**config.mk**
```make
export PLATFORM = sky130hd
export DESIGN_NAME = fetch_stage
export DESIGN_NICKNAME = d
export VERILOG_FILES = /design/src/rtl/fetch_stage.sv
export SDC_FILE = /design/constraint.sdc
export NUM_CORES = 1
export LEC_CHECK = 0
export ABC_AREA = 1
export CAP_MARGIN = 20
export CORE_MARGIN = 10
export CORE_UTILIZATION = 45
export CTS_BUF_LIST = sky130_fd_sc_hd__clkbuf_8
export CTS_CLUSTER_DIAMETER = 80
export DETAILED_ROUTE_END_ITERATION = 8
export HOLD_SLACK_MARGIN = 0.02
export PLACE_DENSITY = 0.73
export SYNTH_ARGS = -nofsm -noshare
export SYNTH_HDL_FRONTEND = slang
export SYNTH_SLANG_ARGS = --single-unit
```
**constraint.sdc**
```tcl
create_clock -name clk -period 4.4 [get_ports clk]
set_clock_uncertainty 0.2 [all_clocks]
set_input_delay 0.88 -clock clk [delete_from_list [all_inputs] [get_ports clk]]
set_output_delay 0.88 -clock clk [all_outputs]
set_load 0.01 [all_outputs]
```
**src/rtl/fetch_stage.sv**
```systemverilog
// IF stage and IF/ID pipeline register of the 5-stage MIPS core.
// Define IF_HALT_DETECT_EN to stop fetching on the all-ones halt word.
module fetch_stage #(
   parameter logic [31:0] RESET_PC  = 32'h0000_0000,
   parameter logic [31:0] NOP_INSTR = 32'h0000_0000
) (
   input  logic        clk,
   input  logic        rst_n,
   output logic        imem_req,
   output logic [31:0] imem_addr,
   input  logic [31:0] imem_rdata,
   input  logic        imem_ready,
   input  logic [1:0]  pc_src,
   input  logic [31:0] jr_target,
   input  logic        enable_IF,
   input  logic        enable_ID,
   input  logic        reset_ID,
   output logic [31:0] instr_ID,
   output logic [31:0] pc_plus4_ID,
   output logic        valid_ID,
   output logic        halted
);

`ifdef IF_HALT_DETECT_EN
   typedef enum logic [1:0] {
      ST_BOOT,
      ST_FETCH,
      ST_HALT
   } state_t;
`else
   typedef enum logic [0:0] {
      ST_BOOT,
      ST_FETCH
   } state_t;
`endif

   state_t      state;
   logic [31:0] pc_q;
   logic [31:0] pc_plus4;
   logic [31:0] jump_tgt;
   logic [31:0] branch_off;
   logic [31:0] branch_tgt;
   logic [31:0] redirect_tgt;
   logic        pc_en;
   logic        redirect;
   logic        in_fetch;
   logic        fetching;
   logic        halt_hit;

   assign imem_addr  = pc_q;
   assign pc_plus4   = pc_q + 32'd4;

   assign jump_tgt   = {pc_plus4_ID[31:28],
                        instr_ID[25:0], 2'b00};
   assign branch_off = {{14{instr_ID[15]}},
                        instr_ID[15:0], 2'b00};
   assign branch_tgt = pc_plus4_ID + branch_off;

   always_comb begin
      redirect_tgt = pc_plus4;
      unique case (pc_src)
         2'd0: redirect_tgt = pc_plus4;
         2'd1: redirect_tgt = jump_tgt;
         2'd2: redirect_tgt = jr_target;
         2'd3: redirect_tgt = branch_tgt;
      endcase
   end

   // PC only moves when IF/ID can also accept; the
   // enable_IF-without-enable_ID combination just holds.
   assign pc_en    = enable_IF & enable_ID;
   assign in_fetch = (state == ST_FETCH);
   assign redirect = enable_IF & (pc_src != 2'd0);
   assign fetching = in_fetch & imem_ready;

`ifdef IF_HALT_DETECT_EN
   assign halt_hit = fetching & pc_en & ~redirect &
                     (imem_rdata == 32'hFFFF_FFFF);
`else
   assign halt_hit = 1'b0;
`endif

   always_ff @(posedge clk or negedge rst_n) begin
      if (!rst_n) begin
         state    <= ST_BOOT;
         imem_req <= 1'b0;
         halted   <= 1'b0;
      end else begin
         unique case (state)
            ST_BOOT: begin
               state    <= ST_FETCH;
               imem_req <= 1'b1;
            end
            ST_FETCH: begin
`ifdef IF_HALT_DETECT_EN
               if (halt_hit) begin
                  state    <= ST_HALT;
                  imem_req <= 1'b0;
                  halted   <= 1'b1;
               end
`endif
            end
`ifdef IF_HALT_DETECT_EN
            ST_HALT: begin
               imem_req <= 1'b0;
               halted   <= 1'b1;
            end
`endif
            default: begin
               state    <= ST_BOOT;
               imem_req <= 1'b0;
            end
         endcase
      end
   end

   always_ff @(posedge clk or negedge rst_n) begin
      if (!rst_n) begin
         pc_q <= RESET_PC;
      end else if (pc_en && in_fetch) begin
         if (redirect) begin
            pc_q <= redirect_tgt;
         end else if (fetching && !halt_hit) begin
            pc_q <= pc_plus4;
         end
      end
   end

   // A redirect squashes whatever word came back this
   // cycle: it belongs to the wrong path.
   always_ff @(posedge clk or negedge rst_n) begin
      if (!rst_n) begin
         instr_ID    <= NOP_INSTR;
         pc_plus4_ID <= 32'd0;
         valid_ID    <= 1'b0;
      end else if (reset_ID) begin
         instr_ID    <= NOP_INSTR;
         valid_ID    <= 1'b0;
      end else if (!enable_ID) begin
         instr_ID    <= instr_ID;
         valid_ID    <= valid_ID;
      end else if (redirect) begin
         instr_ID    <= NOP_INSTR;
         valid_ID    <= 1'b0;
      end else if (fetching && !halt_hit) begin
         instr_ID    <= imem_rdata;
         pc_plus4_ID <= pc_plus4;
         valid_ID    <= 1'b1;
      end else begin
         instr_ID    <= NOP_INSTR;
         valid_ID    <= 1'b0;
      end
   end

endmodule
```
* After elaboration in Yosys (flattened, before gate mapping)
Cells that the tools add are included.
W data, S select, Z words.
** Cells by class
- $add $sub $neg :: 2
- Multipliers :: 0
- Div/mod/pow operators :: 0
- Order comparisons :: 0
- Equal/unequal tests :: 3
- Shift operators :: 0
- Muxes and demuxes :: 11
- Bitwise logic cells :: 5
- Reductions and logical operators :: 7
** Operators by type and width (number)
- $mux W32 :: 6
- $pmux W32 S4 :: 1
- $add A32 B3 Y32 const B :: 1
- $add A32 B32 Y32 :: 1
- $reduce_bool A2 Y1 :: 3
- $eq A2 B2 Y1 const B :: 2
- $mux W1 :: 4
- $reduce_and A4 Y1 :: 1
- $and A1 B1 Y1 :: 3
- $eq A2 B1 Y1 const B :: 1
- $logic_not A2 Y1 :: 1
- $not A1 Y1 :: 2
- $reduce_and A2 Y1 :: 1
- $logic_and A1 B1 Y1 :: 1
** Storage, ports and cells
- Register bits :: 99
- Latch bits :: 0
- Bits in writable memories :: 0
- ROM bits :: 0
- Input bits :: 72
- Word-level logic and storage cells :: 34
- Memories kept :: 0

* Depth between registers and ports, before layout
Gate-level depths: netlist of the first run.
- Word-level depth :: 5
- Depth in mapped cells :: 15
- Depth with buffers taken out :: 15

* Worst setup path before layout of the first run
No wires, ideal clock.
- Path kind :: flip-flop to flip-flop
- Start :: reg instr_ID[15]
- End :: reg pc_q[30] (netlist: imem_addr[30])
- Arrival time :: 1.953 ns
- Path slack :: 2.130 ns
- Stages on the path, launching flop included :: 14
- Period minus slack after synthesis :: 2.270 ns
- Cells stage by stage :: dfrtp_1 ha_1 nand2_1 nor2_1 inv_1 nor2_1 and2_1 nand2_1 nand2_1 nand2_1 nand3_1 nand2_1 nand3_1 nand2_1
** Between the ends
- Word-level cells in the longest chain between the ends :: 3
** RTL lines
- from (decl) :: line 18 : output logic [31:0] instr_ID,
- from (signal assigned) :: line 140 : instr_ID <= instr_ID;
- from (signal assigned) :: line 146 : instr_ID <= imem_rdata;
- $add A32 B32 Y32 :: line 57 : assign branch_tgt = pc_plus4_ID + branch_off;
- $pmux W32 S4 :: line 61 : unique case (pc_src)
- $mux W32 :: line 121 : if (redirect) begin
- to (signal assigned) :: line 122 : pc_q <= redirect_tgt;
- to (signal assigned) :: line 124 : pc_q <= pc_plus4;
- to (decl) :: line 38 : logic [31:0] pc_q;
Every way passes these cells.
A chain may end at the register's enable or synchronous reset.

* Worst setup path in the final report of the first run
- Start :: in pc_src[0]
- End :: reg pc_q[31] (netlist: imem_addr[31])
** Between the ends
- Word-level cells in the longest chain between the ends :: 4
- Elaborated cells on any way between the ends :: 10
- Those cells by class :: 3 x eq/ne; 2 x mux; 1 x bitwise; 4 x reduce/logical
** RTL lines
- from (decl) :: line 13 : input logic [1:0] pc_src,
- parallel branches: the longest is 4 deep, another holds $pmux W32 S4
Several ways; the timed one is not identified.

==> impl_metrics.tcl, run 1 <==
set metrics [dict create \
    cellPowerDensity_nw_per_um2 340 \
    nFillCells 1612 \
    crit_path_start_kind "input port" \
    reg2reg_to "imem_addr[22]" \
    layout.nets 1426 \
    reg2reg_depth 12 \
    fp.dieH_um 149 \
    fin_crit_sh_pct 70.7 \
    worstMarginPinSlew_ps 733 \
    r2r-start "instr_ID[15]" \
    peakVddDrop_v 0.000164 \
    cp_top_family "buffers and inverters" \
    wl_per_cell_um 18.4 \
    maxCapViolCount 0 \
    fp-row-count 47 \
    path_cells "clkdlybuf4s50_1 > nor2_1 > nor2_4 > inv_2 > a21oi_4 > buf_4 > o21ai_0 > inv_1 > nand2_1 > nand2_1" \
    die_area_um2 22300 \
    fp.dieW_um 149 \
    critPathBufInv 4 \
    path_class "in2reg" \
    grt_pass1_vias 7754 \
    h-tree-depth 3 \
    max_slew_margin_pct 51.1 \
    via_per_inst 5.36 \
    yosysTopAreaCell "dfrtp_1" \
    grtUsageTotal_pct 25.3 \
    grt_pass1_wl_mm 44.0 \
    synth_area_per_cell_um2 6.46 \
    power_mw 3.29 \
    worstSkewPairLatency_ps 410 \
    p_leak_nw 4.68 \
    syn-cell-area_um2 7520 \
    ys_ff_latch 99 \
    grt_setup_unrepaired "no" \
    outcome "finished clean" \
    cts_inserted_buffers 9 \
    min_path_type "in2async" \
    yosysSeqAreaShare_pct 32.9 \
    drt-pass1-iter-count 6 \
    cts_hold_buf 0 \
    coreArea_um2 16500 \
    seqCellArea_um2 2480 \
    post-place-ws_ps 897 \
    syn2layout_area_growth_pct 28.4 \
    grt_max_degree 79 \
    hold_viol 0 \
    final_cell_mix "nand2_1 (428), inv_1 (176), clkdlybuf4s50_1 (168)" \
    worst_setup_path_end_kind "flop" \
    portBuffers 169 \
    cts_setup_buffers 0 \
    cts_max_path_buffers 2 \
    finalSetupTns_ps 0 \
    path_max_fanout 36 \
    arrival_ps 3270 \
    synth_warnings 1 \
    cpMostUsedCell "nand2_1" \
    syn_inst 1165 \
    drc 0 \
    slowest_delay_ps 540 \
    cts_resized 0 \
    setup_viol 0 \
    drive_above_1_share_pct 4.14 \
    critPathRequiredTime_ps 4560 \
    syn_nets 1268 \
    clk_pin_slew_ps 120 \
    totalWireLength_mm 28.5 \
    timing.hold.ws_ps 117 \
    period_needed_ps 3110 \
    ant_nets 0 \
    cts_tree "built" \
    gp_congestion 0.966 \
    synth_area_leaders "dfrtp_1 (33%), nand2_1 (21%), inv_1 (8.8%)" \
    final_common_cell "nand2_1" \
    clock-sinks 99 \
    r2r_slack_ps 1470 \
    cts_root_buffer "clkbuf_8" \
    synth_cell_types 48 \
    cp_slowest_cell "clkdlybuf4s50_1" \
    synth.top_cell.area_share_pct 32.9 \
    via_count 8299 \
    fmax_mhz 321 \
    ios 171 \
    dp.final_hpwl_mm 22.5 \
    final_util_pct 58.7 \
    multi_input_area_um2 4240 \
    antenna_found_initial 1 \
    gr-total-overflow 0 \
    initial_core_util_pct 45.7 \
    layout_setup_ws_ps 1290 \
    drtIter0Drc 853 \
    maxSlewViolCount 0 \
]
[worst max-delay path by stage]
stage | start | to | slack [ps] | cells after the start
after CTS | pc_src[0] | imem_addr[19] | 1330 | 10
after detailed placement | pc_src[0] | imem_addr[31] | 900 | 10
after floorplan | instr_ID[15] | imem_addr[30] | 2130 | 13
after global placement | pc_src[1] | imem_addr[19] | 930 | 10
after global routing | pc_src[0] | imem_addr[31] | 1090 | 10
final | pc_src[0] | imem_addr[31] | 1290 | 10
[state kept, by name (all words and copies together) (netlist names)]
signal	flops
imem_addr	32
imem_req	1
in_fetch	1
instr_ID	32
pc_plus4_ID	32
valid_ID	1
[routing by layer]
metal	up-vias	track usage [%]	share of wire, %
met4	0	6.92	2.0
met3	39	3.76	8.1
met5	-	0	0
met1	3867	34.6	43
met2	371	40.5	47
li1	4022	-	-
[cells in the mapped netlist, drive strengths merged]
library cell,n
nand2,430
inv,178
dfrtp,99
nor2,89
nand3,78
o21ai,76
a21oi,36
ha,30
clkbuf,18
a221oi,16
buf,16
nand4,14
nor3,13
xor2,13
a31oi,10
o211ai,7
or2,7
xnor2,6
nand3b,5
and2,3
o2111ai,3
o21bai,3
conb,2
mux2,2
nor3b,2
nor4,2
a21o,1
a22oi,1
a41oi,1
fa,1
o22ai,1
o2bb2ai,1
or3,1
[worst register-to-register path, cell delays in order (launching register included)]
cell	delay, ps
dfrtp_1	650
ha_1	520
nand2_1	110
nor2_1	250
inv_1	70
nor2_1	240
nand3_1	220
nand3_1	130
nand2_1	50
nand3_1	120
nand3_1	140
nand3_1	100
nand2_1	50
[cells by family after synthesis]
group,Yosys count,synth area share [%]
adder cells (fa/ha/maj),31,5.26
AND/OR/NAND/NOR,644,36.0
other,2,0.0998
flip-flops,99,32.9
buffers and inverters,212,10.9
AO/OA/AOI/OAI,156,12.2
XOR/XNOR,19,2.21
multiplexers,2,0.299
[report_power, final]
| part | switching [mW] | internal [mW] |
|---|---|---|
| Clock | 0.403 | 0.226 |
| Combinational | 0.727 | 0.604 |
| Sequential | 0.253 | 1.07 |
| Total | 1.38 | 1.90 |
[area by class of cell]
cell class                      instances  share of cell area (%)
Clock buffer                            9                    1.28
Multi-Input combinational cell        854                    43.8
Sequential cell                        99                    25.6
Inverter                              178                    6.92
Timing Repair Buffer                  181                    18.6
Antenna cell                            1                  0.0259
Clock inverter                          7                   0.829
Tap cell                              220                    2.85
[through the flow]
stage	instances	cell area [um^2]
CTS	1547	9630
detailed placement	1531	9430
finish	1549	9660
floorplan	1165	7520
global route	1549	9660
global placement	1531	9430
Note: power is estimated with default switching activity, not from simulation.
==> inputs of run 2 (changes only) <==
Settings changed: PLACE_DENSITY 0.73 to 0.76.
Clock period 4.4 ns to 2.8 ns, I/O delays scaled along.
==> impl_metrics.tcl, run 2 (synthesis gave the netlist of run 1 again) <==
set metrics [dict create \
    share_comb_of_total_power_pct 40.8 \
    fmax_mhz 391 \
    clk_pin_slew_ps 110 \
    fp-row-count 47 \
    crit_path_start_kind "flop" \
    grt_max_degree 67 \
    p_int_mw 3.10 \
    maxSlewViolCount 0 \
    period_needed_ps 2560 \
    drc 0 \
    gr-total-overflow 0 \
    ios 171 \
    setup_viol 0 \
    p_leak_nw 4.81 \
    gp_congestion 1.01 \
    antenna_found_initial 1 \
    die_area_um2 22300 \
    final_common_cell "nand2_1" \
    cellPowerDensity_nw_per_um2 530 \
    cts_setup_buffers 0 \
    seqCellArea_um2 2480 \
    maxCapViolCount 0 \
    fp.dieH_um 149 \
    fp.dieW_um 149 \
    power_switching_mw 2.13 \
    dp.final_hpwl_mm 23.5 \
    path_class "reg2reg" \
    initial_core_util_pct 45.7 \
    fin_crit_sh_pct 91.3 \
    cts_inserted_buffers 9 \
    clock-sinks 99 \
    multi_input_area_um2 4240 \
    drive_above_1_share_pct 5.63 \
    grt_pass1_wl_mm 45.2 \
    grt_pass1_vias 7875 \
    p_sw_share_pct 40.8 \
    nFillCells 1580 \
    ant_nets 0 \
    drtIter0Drc 951 \
    cp_slowest_cell "dfrtp_2" \
    cts_max_path_buffers 2 \
    hold_viol 0 \
    wl_per_cell_um 18.4 \
    critPathBufInv 1 \
    cts_root_buffer "clkbuf_8" \
    cp_top_family "simple AND/OR/NAND/NOR gates" \
    worstSkewPairLatency_ps 400 \
    coreArea_um2 16500 \
    totalWireLength_mm 29.0 \
    syn2layout_area_growth_pct 31.2 \
    finalSetupTns_ps 0 \
    drt-pass1-iter-count 7 \
    stdcell_count 1571 \
    min_path_type "reg2reg" \
    final_cell_mix "nand2_1 (428), inv_1 (177), clkdlybuf4s50_1 (168)" \
    layout.nets 1448 \
    placed_cells 1553 \
    h-tree-depth 3 \
    peakVddDrop_v 0.000269 \
    path_cells "ha_1 > nand2_1 > nor2_1 > inv_1 > nor2_1 > nand3_1 > nand3_1 > nand2_1 > nand3_1 > nand3_1 > nand3_1 > nand2_1" \
    via_per_inst 5.32 \
    grtUsageTotal_pct 25.9 \
    path_max_fanout 16 \
    p_seq_share_pct 40.1 \
    grt_setup_unrepaired "no" \
    worstMarginPinSlew_ps 641 \
    final_util_pct 59.9 \
    arrival_ps 2650 \
    worst_setup_path_end_kind "flop" \
    outcome "finished clean" \
    portBuffers 169 \
    via_count 8354 \
    critPathRequiredTime_ps 2890 \
    cpMostUsedCell "nand3_1" \
    max_slew_margin_pct 57.2 \
    cts_tree "built" \
    power_frac_clock_pct 19.0 \
    slowest_delay_ps 550 \
]
==> run 2: timing repair <==
action,in CTS,in global routing
hold endpoints to repair,37,0
hold buffers,1,0
gates resized for setup,0,1
setup endpoints to repair,0,7
==> run 2: per-layer routing <==
metal / routed length (um) / vias up / part of all wire (%) / track usage [%]
met5: 0 / - / 0 / 0
met4: 391 / 0 / 1.3 / 5.54
met3: 2210 / 35 / 7.6 / 5.04
met2: 13400 / 340 / 46 / 41.0
met1: 12900 / 3907 / 45 / 35.8
li1: - / 4072 / - / -
==> run 2: worst min-delay path, stage by stage, from the launching register on <==
cell,delay [ps]
dfrtp_1,360
inv_1,40
nand2_1,50
==> run 2: final cells by class <==
type	count	share of cell area, %
clock buffer	9	1.26
sequential	99	25.1
timing repair buffer	203	20.4
inverter	178	6.77
multi-input combinational	854	42.9
antenna	1	0.0254
tap	220	2.79
clock inverter	7	0.748
==> run 2: stage by stage <==
| step | power (mW) | hold slack, ps | setup slack (ps) | instance area, um^2 |
|---|---|---|---|---|
| floorplan | 3.04 | 64.4 | 530 | 7520 |
| global placement | 4.20 | 240 | 167 | 9660 |
| detailed placement | 4.22 | 247 | 91.0 | 9660 |
| CTS | 5.22 | 273 | 154 | 9860 |
| global route | 5.54 | 299 | 52.6 | 9870 |
| finish | 5.23 | 270 | 242 | 9870 |
==> run 2: path summary, 6_finish.rpt <==
kind	depth (start not counted)	endpoint	startpoint	slack, ps
worst min register to register	2	imem_req	imem_req	270
worst min-delay path	2	imem_req	imem_req	270
max in group asynchronous	3	instr_ID[15]	rst_n	1110
min in group asynchronous	2	pc_plus4_ID[1]	rst_n	530
worst max-delay path	12	imem_addr[22]	instr_ID[15]	240
worst max register to register	12	imem_addr[22]	instr_ID[15]	240
==> run 2: power groups by stage <==
stage / registers (mW) / clock network, mW / logic, mW
after global placement: 2.10 / 0 / 2.10
after CTS: 2.08 / 1.01 / 2.13
final: 2.10 / 0.995 / 2.14
after floorplan: 2.09 / 0 / 0.953
after detailed placement: 2.10 / 0 / 2.12
after global routing: 2.13 / 1.06 / 2.34
